## config.mk

```make
export PLATFORM = sky130hd
export DESIGN_NAME = layernorm_vec_buffer_flat
export DESIGN_NICKNAME = d
export VERILOG_FILES = /design/src/rtl/layernorm_buf_pkg.sv /design/src/rtl/layernorm_vec_buffer_if.sv /design/src/rtl/layernorm_buf_ram.sv /design/src/rtl/layernorm_vec_buffer.sv /design/src/flat_wrapper.sv
export SDC_FILE = /design/constraint.sdc
export NUM_CORES = 1
export LEC_CHECK = 0
export BUFFER_PORTS_ARGS = -buffer_cell sky130_fd_sc_hd__buf_2
export CORE_ASPECT_RATIO = 1.25
export CORE_MARGIN = 2
export CORE_UTILIZATION = 55
export DETAILED_ROUTE_END_ITERATION = 16
export PLACE_DENSITY = 0.72
export SLEW_MARGIN = 20
export SYNTH_ARGS = -nofsm -noshare
export SYNTH_HDL_FRONTEND = slang
export SYNTH_SLANG_ARGS = --single-unit
```

## constraint.sdc

```tcl
create_clock -name i_clk -period 11.2 [get_ports i_clk]
set_input_delay 1.12 -clock i_clk [delete_from_list [all_inputs] [get_ports i_clk]]
set_output_delay 1.12 -clock i_clk [all_outputs]
set_load 0.005 [all_outputs]
```

## src/rtl/layernorm_buf_pkg.sv

```systemverilog
// Shared definitions for the LayerNorm input vector buffer.
// Provides width helpers for pointers/counters, default datapath constants
// and lane-slice helpers (lane 0 occupies the LSBs of an entry).
package layernorm_buf_pkg;

    localparam int DEF_WIDTH   = 9;
    localparam int DEF_LANES   = 4;
    localparam int DEF_VEC_LEN = 4;
    localparam int DEF_DATA_W  = DEF_WIDTH * DEF_LANES;

    // Lane n of an entry occupies bits [lane_lo(n)+WIDTH-1 : lane_lo(n)].
    localparam int LANE0_LO = 0;
    localparam int LANE1_LO = DEF_WIDTH;
    localparam int LANE2_LO = 2 * DEF_WIDTH;
    localparam int LANE3_LO = 3 * DEF_WIDTH;

    function automatic int lane_lo(input int lane, input int width);
        return lane * width;
    endfunction

    // Address width for a memory of n entries (at least one bit).
    function automatic int ptr_w(input int n);
        return (n > 1) ? $clog2(n) : 1;
    endfunction

    // Width able to hold the values 0..n inclusive.
    function automatic int cnt_w(input int n);
        return $clog2(n) + 1;
    endfunction

endpackage

```

## src/rtl/layernorm_vec_buffer_if.sv

```systemverilog
// Handshake bundle between the LayerNorm vector buffer and its neighbours.
//   master : producer/consumer side (drives write request, data, read ready)
//   slave  : the buffer (drives ready/valid, read data, status flags)
interface layernorm_vec_buffer_if
    import layernorm_buf_pkg::*;
#(
    parameter int WIDTH  = DEF_WIDTH,
    parameter int LANES  = DEF_LANES,
    parameter int DEPTH  = 16,
    parameter int PASSES = 2
) ();

    logic                          i_wr_valid;
    logic [WIDTH*LANES-1:0]        i_wr_data;
    logic                          o_wr_ready;
    logic                          o_rd_valid;
    logic [WIDTH*LANES-1:0]        o_rd_data;
    logic                          i_rd_ready;
    logic                          o_rd_last;
    logic [cnt_w(PASSES)-1:0]      o_pass;
    logic [cnt_w(DEPTH)-1:0]       o_count;
    logic                          o_almost_full;
    logic                          o_ovf;

    modport master (
        output i_wr_valid, i_wr_data, i_rd_ready,
        input  o_wr_ready, o_rd_valid, o_rd_data, o_rd_last, o_pass,
               o_count, o_almost_full, o_ovf
    );

    modport slave (
        input  i_wr_valid, i_wr_data, i_rd_ready,
        output o_wr_ready, o_rd_valid, o_rd_data, o_rd_last, o_pass,
               o_count, o_almost_full, o_ovf
    );

endinterface

```

## src/rtl/layernorm_buf_ram.sv

```systemverilog
// Simple dual-port storage for the vector buffer.
//   i_clk   : write clock
//   i_we    : write enable
//   i_waddr : write address
//   i_wdata : write data
//   i_raddr : read address (asynchronous read)
//   o_rdata : read data
// Contents are never reset.
module layernorm_buf_ram
    import layernorm_buf_pkg::*;
#(
    parameter int DEPTH  = 16,
    parameter int DATA_W = DEF_DATA_W
) (
    input  logic                      i_clk,
    input  logic                      i_we,
    input  logic [ptr_w(DEPTH)-1:0]   i_waddr,
    input  logic [DATA_W-1:0]         i_wdata,
    input  logic [ptr_w(DEPTH)-1:0]   i_raddr,
    output logic [DATA_W-1:0]         o_rdata
);

    logic [DATA_W-1:0] mem [DEPTH];

    always_ff @(posedge i_clk) begin
        if (i_we) begin
            mem[i_waddr] <= i_wdata;
        end
    end

    assign o_rdata = mem[i_raddr];

endmodule

```

## src/rtl/layernorm_vec_buffer.sv

```systemverilog
// Multi-lane, vector-aware input FIFO for the LayerNorm datapath.
// Entries of LANES signed elements are grouped into vectors of VEC_LEN
// entries; each vector is replayed PASSES times before its slots are freed.
//   i_clk : clock, rising edge
//   i_rst : synchronous active-high reset
//   bus   : write handshake, first-word-fall-through read handshake,
//           replay position (o_rd_last, o_pass) and status
//           (o_count, o_almost_full, sticky o_ovf)
//
// Replay state:
//   pass   | offset        | meaning
//   0      | 0..VEC_LEN-1  | statistics pass, may stream behind the writer
//   1..P-1 | 0..VEC_LEN-1  | later passes over data already stored
//   P-1    | VEC_LEN-1     | accepting this entry frees the whole vector
module layernorm_vec_buffer
    import layernorm_buf_pkg::*;
#(
    parameter int WIDTH     = DEF_WIDTH,
    parameter int LANES     = DEF_LANES,
    parameter int DEPTH     = 16,
    parameter int VEC_LEN   = DEF_VEC_LEN,
    parameter int PASSES    = 2,
    parameter int AF_THRESH = 12
) (
    input  logic                   i_clk,
    input  logic                   i_rst,
    layernorm_vec_buffer_if.slave  bus
);

    localparam int PTR_W  = ptr_w(DEPTH);
    localparam int CNT_W  = cnt_w(DEPTH);
    localparam int PASS_W = cnt_w(PASSES);
    localparam int DATA_W = WIDTH * LANES;

    logic [PTR_W-1:0]  wr_ptr;
    logic [PTR_W-1:0]  base_ptr;
    logic [PTR_W-1:0]  rd_ptr;
    logic [CNT_W-1:0]  offset;
    logic [CNT_W-1:0]  count;
    logic [CNT_W-1:0]  count_nxt;
    logic [PASS_W-1:0] pass;
    logic              ovf;

    logic              wr_ready;
    logic              rd_valid;
    logic              at_last;
    logic              final_pass;
    logic              wr_fire;
    logic              rd_fire;
    logic              free_vec;
    logic [DATA_W-1:0] ram_rdata;

    assign wr_ready   = (count < CNT_W'(DEPTH));
    // offset never exceeds VEC_LEN-1 <= DEPTH-1, so its low bits address the RAM.
    assign rd_ptr     = base_ptr + offset[PTR_W-1:0];
    assign rd_valid   = (offset < count);
    assign at_last    = (offset == CNT_W'(VEC_LEN - 1));
    assign final_pass = (pass == PASS_W'(PASSES - 1));
    assign wr_fire    = bus.i_wr_valid & wr_ready;
    assign rd_fire    = rd_valid & bus.i_rd_ready;
    assign free_vec   = rd_fire & at_last & final_pass;

    always_comb begin
        count_nxt = count;
        if (wr_fire) begin
            count_nxt = count_nxt + CNT_W'(1);
        end
        if (free_vec) begin
            count_nxt = count_nxt - CNT_W'(VEC_LEN);
        end
    end

    always_ff @(posedge i_clk) begin
        if (i_rst) begin
            wr_ptr   <= '0;
            base_ptr <= '0;
            offset   <= '0;
            pass     <= '0;
            count    <= '0;
            ovf      <= 1'b0;
        end else begin
            count <= count_nxt;
            if (wr_fire) begin
                wr_ptr <= wr_ptr + PTR_W'(1);
            end
            if (bus.i_wr_valid && !wr_ready) begin
                ovf <= 1'b1;
            end
            if (rd_fire) begin
                if (!at_last) begin
                    offset <= offset + CNT_W'(1);
                end else begin
                    offset <= '0;
                    if (final_pass) begin
                        pass     <= '0;
                        base_ptr <= base_ptr + PTR_W'(VEC_LEN);
                    end else begin
                        pass <= pass + PASS_W'(1);
                    end
                end
            end
        end
    end

    layernorm_buf_ram #(
        .DEPTH  (DEPTH),
        .DATA_W (DATA_W)
    ) u_ram (
        .i_clk   (i_clk),
        .i_we    (wr_fire),
        .i_waddr (wr_ptr),
        .i_wdata (bus.i_wr_data),
        .i_raddr (rd_ptr),
        .o_rdata (ram_rdata)
    );

    assign bus.o_wr_ready    = wr_ready;
    assign bus.o_rd_valid    = rd_valid;
    assign bus.o_rd_data     = rd_valid ? ram_rdata : '0;
    assign bus.o_rd_last     = rd_valid & at_last;
    assign bus.o_pass        = pass;
    assign bus.o_count       = count;
    assign bus.o_almost_full = (count >= CNT_W'(AF_THRESH));
    assign bus.o_ovf         = ovf;

endmodule

```

## src/flat_wrapper.sv

```systemverilog
// flat-port wrapper written by rule: the top's interface ports become plain ports
module layernorm_vec_buffer_flat import layernorm_buf_pkg::*;
#(
    parameter int WIDTH     = DEF_WIDTH,
    parameter int LANES     = DEF_LANES,
    parameter int DEPTH     = 16,
    parameter int VEC_LEN   = DEF_VEC_LEN,
    parameter int PASSES    = 2,
    parameter int AF_THRESH = 12
)
  (i_clk, i_rst, bus_i_wr_valid, bus_i_wr_data, bus_i_rd_ready, bus_o_wr_ready, bus_o_rd_valid, bus_o_rd_data, bus_o_rd_last, bus_o_pass, bus_o_count, bus_o_almost_full, bus_o_ovf);
  layernorm_vec_buffer_if #(.WIDTH(WIDTH), .LANES(LANES), .DEPTH(DEPTH), .PASSES(PASSES)) bus_i ();
  input  logic i_clk;
  input  logic i_rst;
  input wire logic [$bits(bus_i.i_wr_valid)-1:0] bus_i_wr_valid;
  input wire logic [$bits(bus_i.i_wr_data)-1:0] bus_i_wr_data;
  input wire logic [$bits(bus_i.i_rd_ready)-1:0] bus_i_rd_ready;
  output wire logic [$bits(bus_i.o_wr_ready)-1:0] bus_o_wr_ready;
  output wire logic [$bits(bus_i.o_rd_valid)-1:0] bus_o_rd_valid;
  output wire logic [$bits(bus_i.o_rd_data)-1:0] bus_o_rd_data;
  output wire logic [$bits(bus_i.o_rd_last)-1:0] bus_o_rd_last;
  output wire logic [$bits(bus_i.o_pass)-1:0] bus_o_pass;
  output wire logic [$bits(bus_i.o_count)-1:0] bus_o_count;
  output wire logic [$bits(bus_i.o_almost_full)-1:0] bus_o_almost_full;
  output wire logic [$bits(bus_i.o_ovf)-1:0] bus_o_ovf;
  assign bus_i.i_wr_valid = bus_i_wr_valid;
  assign bus_i.i_wr_data = bus_i_wr_data;
  assign bus_i.i_rd_ready = bus_i_rd_ready;
  assign bus_o_wr_ready = bus_i.o_wr_ready;
  assign bus_o_rd_valid = bus_i.o_rd_valid;
  assign bus_o_rd_data = bus_i.o_rd_data;
  assign bus_o_rd_last = bus_i.o_rd_last;
  assign bus_o_pass = bus_i.o_pass;
  assign bus_o_count = bus_i.o_count;
  assign bus_o_almost_full = bus_i.o_almost_full;
  assign bus_o_ovf = bus_i.o_ovf;
  layernorm_vec_buffer #(.WIDTH(WIDTH), .LANES(LANES), .DEPTH(DEPTH), .VEC_LEN(VEC_LEN), .PASSES(PASSES), .AF_THRESH(AF_THRESH)) u_core (.i_clk(i_clk), .i_rst(i_rst), .bus(bus_i));
endmodule
```

# Word-level counts from Yosys, hierarchy flattened
# Memories as Yosys holds them, arrays and structs flattened.
# Index checks and enable logic that the tools add are counted.
# totals
regBits	21
mem_bits_rw	576
inputBits	40
mem_count	1
# mem_list
name	words	word_bits	read_ports	rd_clocked_by_memory_dff	wr	line_no	text
u_core.u_ram.mem	16	36	1	0	1	layernorm_buf_ram.sv:23	logic [DATA_W-1:0] mem [DEPTH];
# classes
add_sub_neg	7
order_cmp	3
n_eq_ne	2
n_mux	7
bitwise	5
reduce_logical	4
# ops
op	n
$mux 36	1
$mux 5	3
$add 5x1->5 const B	2
$and 1x1->1	5
$eq 5x2->1 const B	1
$ge 5x4->1 const B	1
$lt 5x5->1	1
$lt 5x5->1 const B	1
$sub 5x3->5 const B	1
$add 4x1->4 const B	1
$add 4x3->4 const B	1
$add 4x4->4	1
$reduce_and 3->1	1
$add 2x1->2 const B	1
$eq 2x1->1 const B	1
$mux 1	2
$mux 2	1
$reduce_and 2->1	1
$logic_and 1x1->1	1
$logic_not 1->1	1

# Logic depth before layout (Yosys ltp)
# logic_depth
ltp_word	5
depth_mapped	8
ltp_nobuf	8

# By module
# A second synthesis with hierarchy kept.
# hier_totals
cells_unflattened	1059
hier_area_um2	22897.0
# modules_own_cells
mod	instances	cells_each	area_per_inst_um2	seq_area_each_um2
layernorm_buf_ram	1	902	21599.5	17296.6
layernorm_vec_buffer	1	157	1297.5	380.4

# Worst setup path before layout
# OpenSTA, ideal clock, no wires.
# synth_timing
path_type	in2reg
startpoint	input bus_i_wr_valid
endpoint	memory u_core.u_ram.mem[0][0] in the netlist's numbering, enable pin
setup_time_ns	0.474
t_arrival_ns	4.252
required_time_ns	10.726
path_slack_ns	6.474
path_stages	4
cell_sequence	nor2b_1 > buf_1 > nand2_1 > nor3_1
# synth_between
elab_chain_cells	3
# synth_rtl
item	line_no	text
start, declared	flat_wrapper.sv:15	input wire logic [$bits(bus_i.i_wr_valid)-1:0] bus_i_wr_valid;
$and 1x1->1	layernorm_vec_buffer.sv:59	assign wr_fire = bus.i_wr_valid & wr_ready;
$mux 1	layernorm_buf_ram.sv:26	if (i_we) begin
$mux 1 (implied by the code)	layernorm_buf_ram.sv:27	mem[i_waddr] <= i_wdata;
end, declared	layernorm_buf_ram.sv:23	
# Every way passes these cells.

# Worst setup path in the final report
# layout_timing
startpoint	register u_core.offset[2]
endpoint	output bus_o_rd_data[33]
# layout_between
elab_chain_cells	3
# layout_rtl
item	line_no	text
start, declared	layernorm_vec_buffer.sv:38	logic [CNT_W-1:0] offset;
start signal, assigned	layernorm_vec_buffer.sv:91	offset <= offset + CNT_W'(1);
$add 4x4->4	layernorm_vec_buffer.sv:55	assign rd_ptr = base_ptr + offset[PTR_W-1:0];
$mem_v2 16x36	-	
$mux 36 (*)	layernorm_vec_buffer.sv:119	assign bus.o_rd_data = rd_valid ? ram_rdata : '0;
end, declared	flat_wrapper.sv:20	output wire logic [$bits(bus_i.o_rd_data)-1:0] bus_o_rd_data;
# Every way passes the cells marked *; elsewhere a longest branch is shown, timed or not.

==> summary.md <==
| Metric | Value |
|---|---|
| Top area cells in the synthesized netlist | edfxtp_1 (75%), mux4_2 (14%), mux2i_1 (3.0%) |
| Max incr delay on CP | 0.81 ns |
| RR Startpoint | u_core.offset[1] |
| Vias in the first global route | approximately 11000 |
| Compound-Gate Fraction of Synth Area | 0.0177 |
| Flops & latches, synth | about 600 |
| Top Ports | 88 |
| Area delta synth->final | 12.9% |
| Port-buffer cells | 87 |
| CP required | 10.08 ns |
| Starting Density | 0.558 |
| XOR/XNOR Fraction of Synth Area | 0.00419 |
| Synth area leader | edfxtp_1 |
| Slowest-stage cell, CP | nand3_4 |
| Rel. slew slack | 0.337 |
| Fin crit period | 5.12 ns |
| Arrival time at the worst endpoint | roughly 4 ns |
| Clk pin slew, worst setup/hold paths | 0.06 ns |
| Total global-route track usage | 0.218 |
| Leakage Power | 0.00862 uW |
| IR drop worst, VDD | 0.156 mV |
| CTS Buffer Depth | 3 |
| Min Hold Slack | 0.460 ns |
| Core box area | 41200 sq um |
| Util after Layout | 0.630 |
| HP Start | u_core.bus.o_ovf |
| Status | finished clean |
| Post-synthesis average cell area | 22.3 sq um |
| Dpl hpwl | 24.4 mm |
| Initial antenna violation count | 5 |
| Post-CTS Setup Bufs | 0 |
| Period utilization | 0.457 |
| Power Dens Cells | between 150 and 200 nW/um^2 |
| Cell area after synthesis | 23000 sq um |
| Layout Nets | between 1000 and 1500 |
| DR WL/cell | 26.7 microns |
| WHS Endpoint | u_core.bus.o_ovf |
| RD Place Congestion | 0.770 |
| GRT overflow | 0 |
| Die footprint | 43500 sq um |
| Crit-path max FO | 35 |
| First-pass GRT wire length | 69.7 mm |
| Post-route DRC | 0 |
| Crit path kind | reg2out |
| Ys Warns | 0 |
| Final Routed Wirelength | between 40 and 50 mm |
| Sum Neg Setup Slack | 0 ns |
| RSZ-0062 raised after global routing | no |
| Largest family of logic cells by synthesized area | multiplexers |
| FF-to-FF setup slack | 8.02 ns |
| Delay-heaviest family, CP | compound AO/OA/AOI/OAI gates |
| Synth Area in Simple Gates | 0.0165 |
| Crit path launch type | register |
| Main synth FF type | edfxtp_1 |
| Post-synth EDFFs | 576 |
| Worst flop-to-flop path endpoint | u_core.base_ptr[3] |
| Share of cells above drive strength 1 | 0.303 |
| Hold Buf Count CTS | 0 |
| Post-synthesis mux area share | 0.173 |
| Worst-margin pin slew | 0.988 ns |
| Max-slew violations | 0 |
| Die span in x | 187 microns |
| Hold Path Depth | 2 |
| CP Capture Type | primary output |
| Synth cell types | 51 |
| Hold Path Class | reg2reg |
| Clock root buffer | clkbuf_16 |
| Worst-skew pair later-pin latency | 0.60 ns |
| Synth Instances | about 1000 |
| Initial DRC count | 1072 |
| Num CTS Buffers | 54 |
| First-pass detailed-route iteration total | 5 |
| Adder-Cell Fraction of Synth Area | 0.00652 |
| CTS sink count | about 600 |
| Top-area cell type share of the netlist area | 0.752 |
| Reg2Reg Depth | 6 |
| Hold Fails Final Rpt | 0 |
| Site Rows | 83 |
| Peak Freq | 0.195 GHz |
| Max-Cap Viols | 0 |
| CTS tree | yes |
| Synth Net Count | between 1000 and 1500 |
| Async set or reset register ratio after synthesis | 0 |
| Final ANT Viol Nets | 0 |
| Layout Skew | 0.0296 ns |
| WP buf/inv | 1 |
| DR vias/cell | 6.18 |
| Final setup violation count | 0 |
| Total number of vias | 10784 |
| Die H | 233 microns |
| Post_cts resized | 0 |
| Largest net degree at the start of global routing | 67 |
| CTS H-tree lvls | 2 |
| Post-synthesis sequential area ratio | 0.768 |
| CP cell instances | ha_1 -> and3_1 -> o21ai_1 -> nand3_4 -> o22ai_1 -> buf_2 |
==> cells by family after synthesis <==
group / Yosys count
flip-flops: 595
XOR/XNOR: 8
AO/OA/AOI/OAI: 61
adder cells (fa/ha/maj): 12
multiplexers: 217
buffers and inverters: 66
AND/OR/NAND/NOR: 73
==> cell type report <==
type	instances	area, sq um
Multi-Input combinational cell	371	5160
Tap cell	552	691
Inverter	12	45.0
Clock buffer	65	1390
Fill cell	2735	15300
Antenna cell	2	5.00
Timing Repair Buffer	115	646
Sequential cell	595	17700
Clock inverter	34	354
==> per-stage QoR <==
| step | setup slack, ns | power [uW] | instances | cell area (sq um) |
|---|---|---|---|---|
| detailed placement | 6.62 | 2880 | 1645 | 24200 |
| finish | 6.08 | 4650 | 1746 | 26000 |
| global placement | 6.04 | 2870 | 1645 | 24200 |
| floorplan | 6.47 | 2770 | 1032 | 23000 |
| CTS | 5.94 | 4690 | 1744 | 26000 |
| global route | 5.82 | 4790 | 1745 | 26000 |
==> Yosys cell counts, drive strengths merged, types with 2 or more instances <==
master / n
nand3: 4
nand2b: 3
nand2: 13
dfxtp: 19
edfxtp: 576
mux4: 145
mux2: 2
a21o: 2
nor2: 25
o22ai: 35
nand4: 5
and3: 2
ha: 12
or3: 2
clkbuf: 23
xnor2: 6
a311o: 3
o31ai: 3
o21ai: 4
buf: 31
a21oi: 6
nor4: 2
mux2i: 70
nor2b: 2
and4: 2
nor3: 7
xor2: 2
inv: 12
or4: 2
==> registers in the layout, summed over array words and instances, names as in the netlist <==
name and count:
u_core.base_ptr 2, u_core.bus.o_ovf 1, u_core.u_ram.mem 576, u_core.wr_ptr 4
u_core.bus.o_count 5, u_core.bus.o_pass 2, u_core.offset 5
==> power breakdown <==
group          internal [uW]  leakage [uW]  switching, uW  total (uW)
Combinational            162       0.00241            181         343
Clock                   1050      0.000845            776        1820
Sequential              2470       0.00536           17.7        2490
Total                   3680       0.00862            975        4650
==> layer usage <==
metal,global-route usage,vias up,part of all wire
li1,-,4607,-
met1,0.283,5738,0.39
met2,0.385,372,0.53
met3,0.0371,63,0.061
met4,0.0585,4,0.017
met5,0,-,0.00049
==> worst register-to-register path, stage by stage, from the launching register on <==
cell and delay [ns]:
dfxtp_4 0.55, buf_4 0.78, ha_1 0.36, or4b_1 0.60, nor4_1 0.47, a311o_1 0.26
nand2_1 0.06
==> worst max path at each step <==
stage / start / to / slack [ns] / cells after the start
global placement: u_core.offset[1] / bus_o_rd_data[27] / 6.04 / 6
finish: u_core.offset[2] / bus_o_rd_data[33] / 6.08 / 6
floorplan: bus_i_wr_valid / u_core.u_ram.mem[0][0] / 6.47 / 4
CTS: u_core.offset[1] / bus_o_rd_data[33] / 5.94 / 6
detailed placement: u_core.offset[1] / bus_o_rd_data[33] / 6.62 / 6
global route: u_core.offset[0] / bus_o_rd_data[21] / 5.82 / 6
==> cells in the final DEF (no fill, tap or decap), drive strengths merged, types with 3 or more instances in the layout <==
cell type / count
a21oi: 6
a311o: 3
buf: 115
bufinv: 7
clkbuf: 65
clkinv: 22
dfxtp: 19
edfxtp: 576
ha: 12
inv: 15
mux2i: 70
mux4: 145
nand2: 13
nand2b: 3
nand3: 4
nand4: 5
nor2: 25
nor3: 7
o21ai: 4
o22ai: 35
o31ai: 3
xnor2: 6
Power figures use the tool's default switching activity.
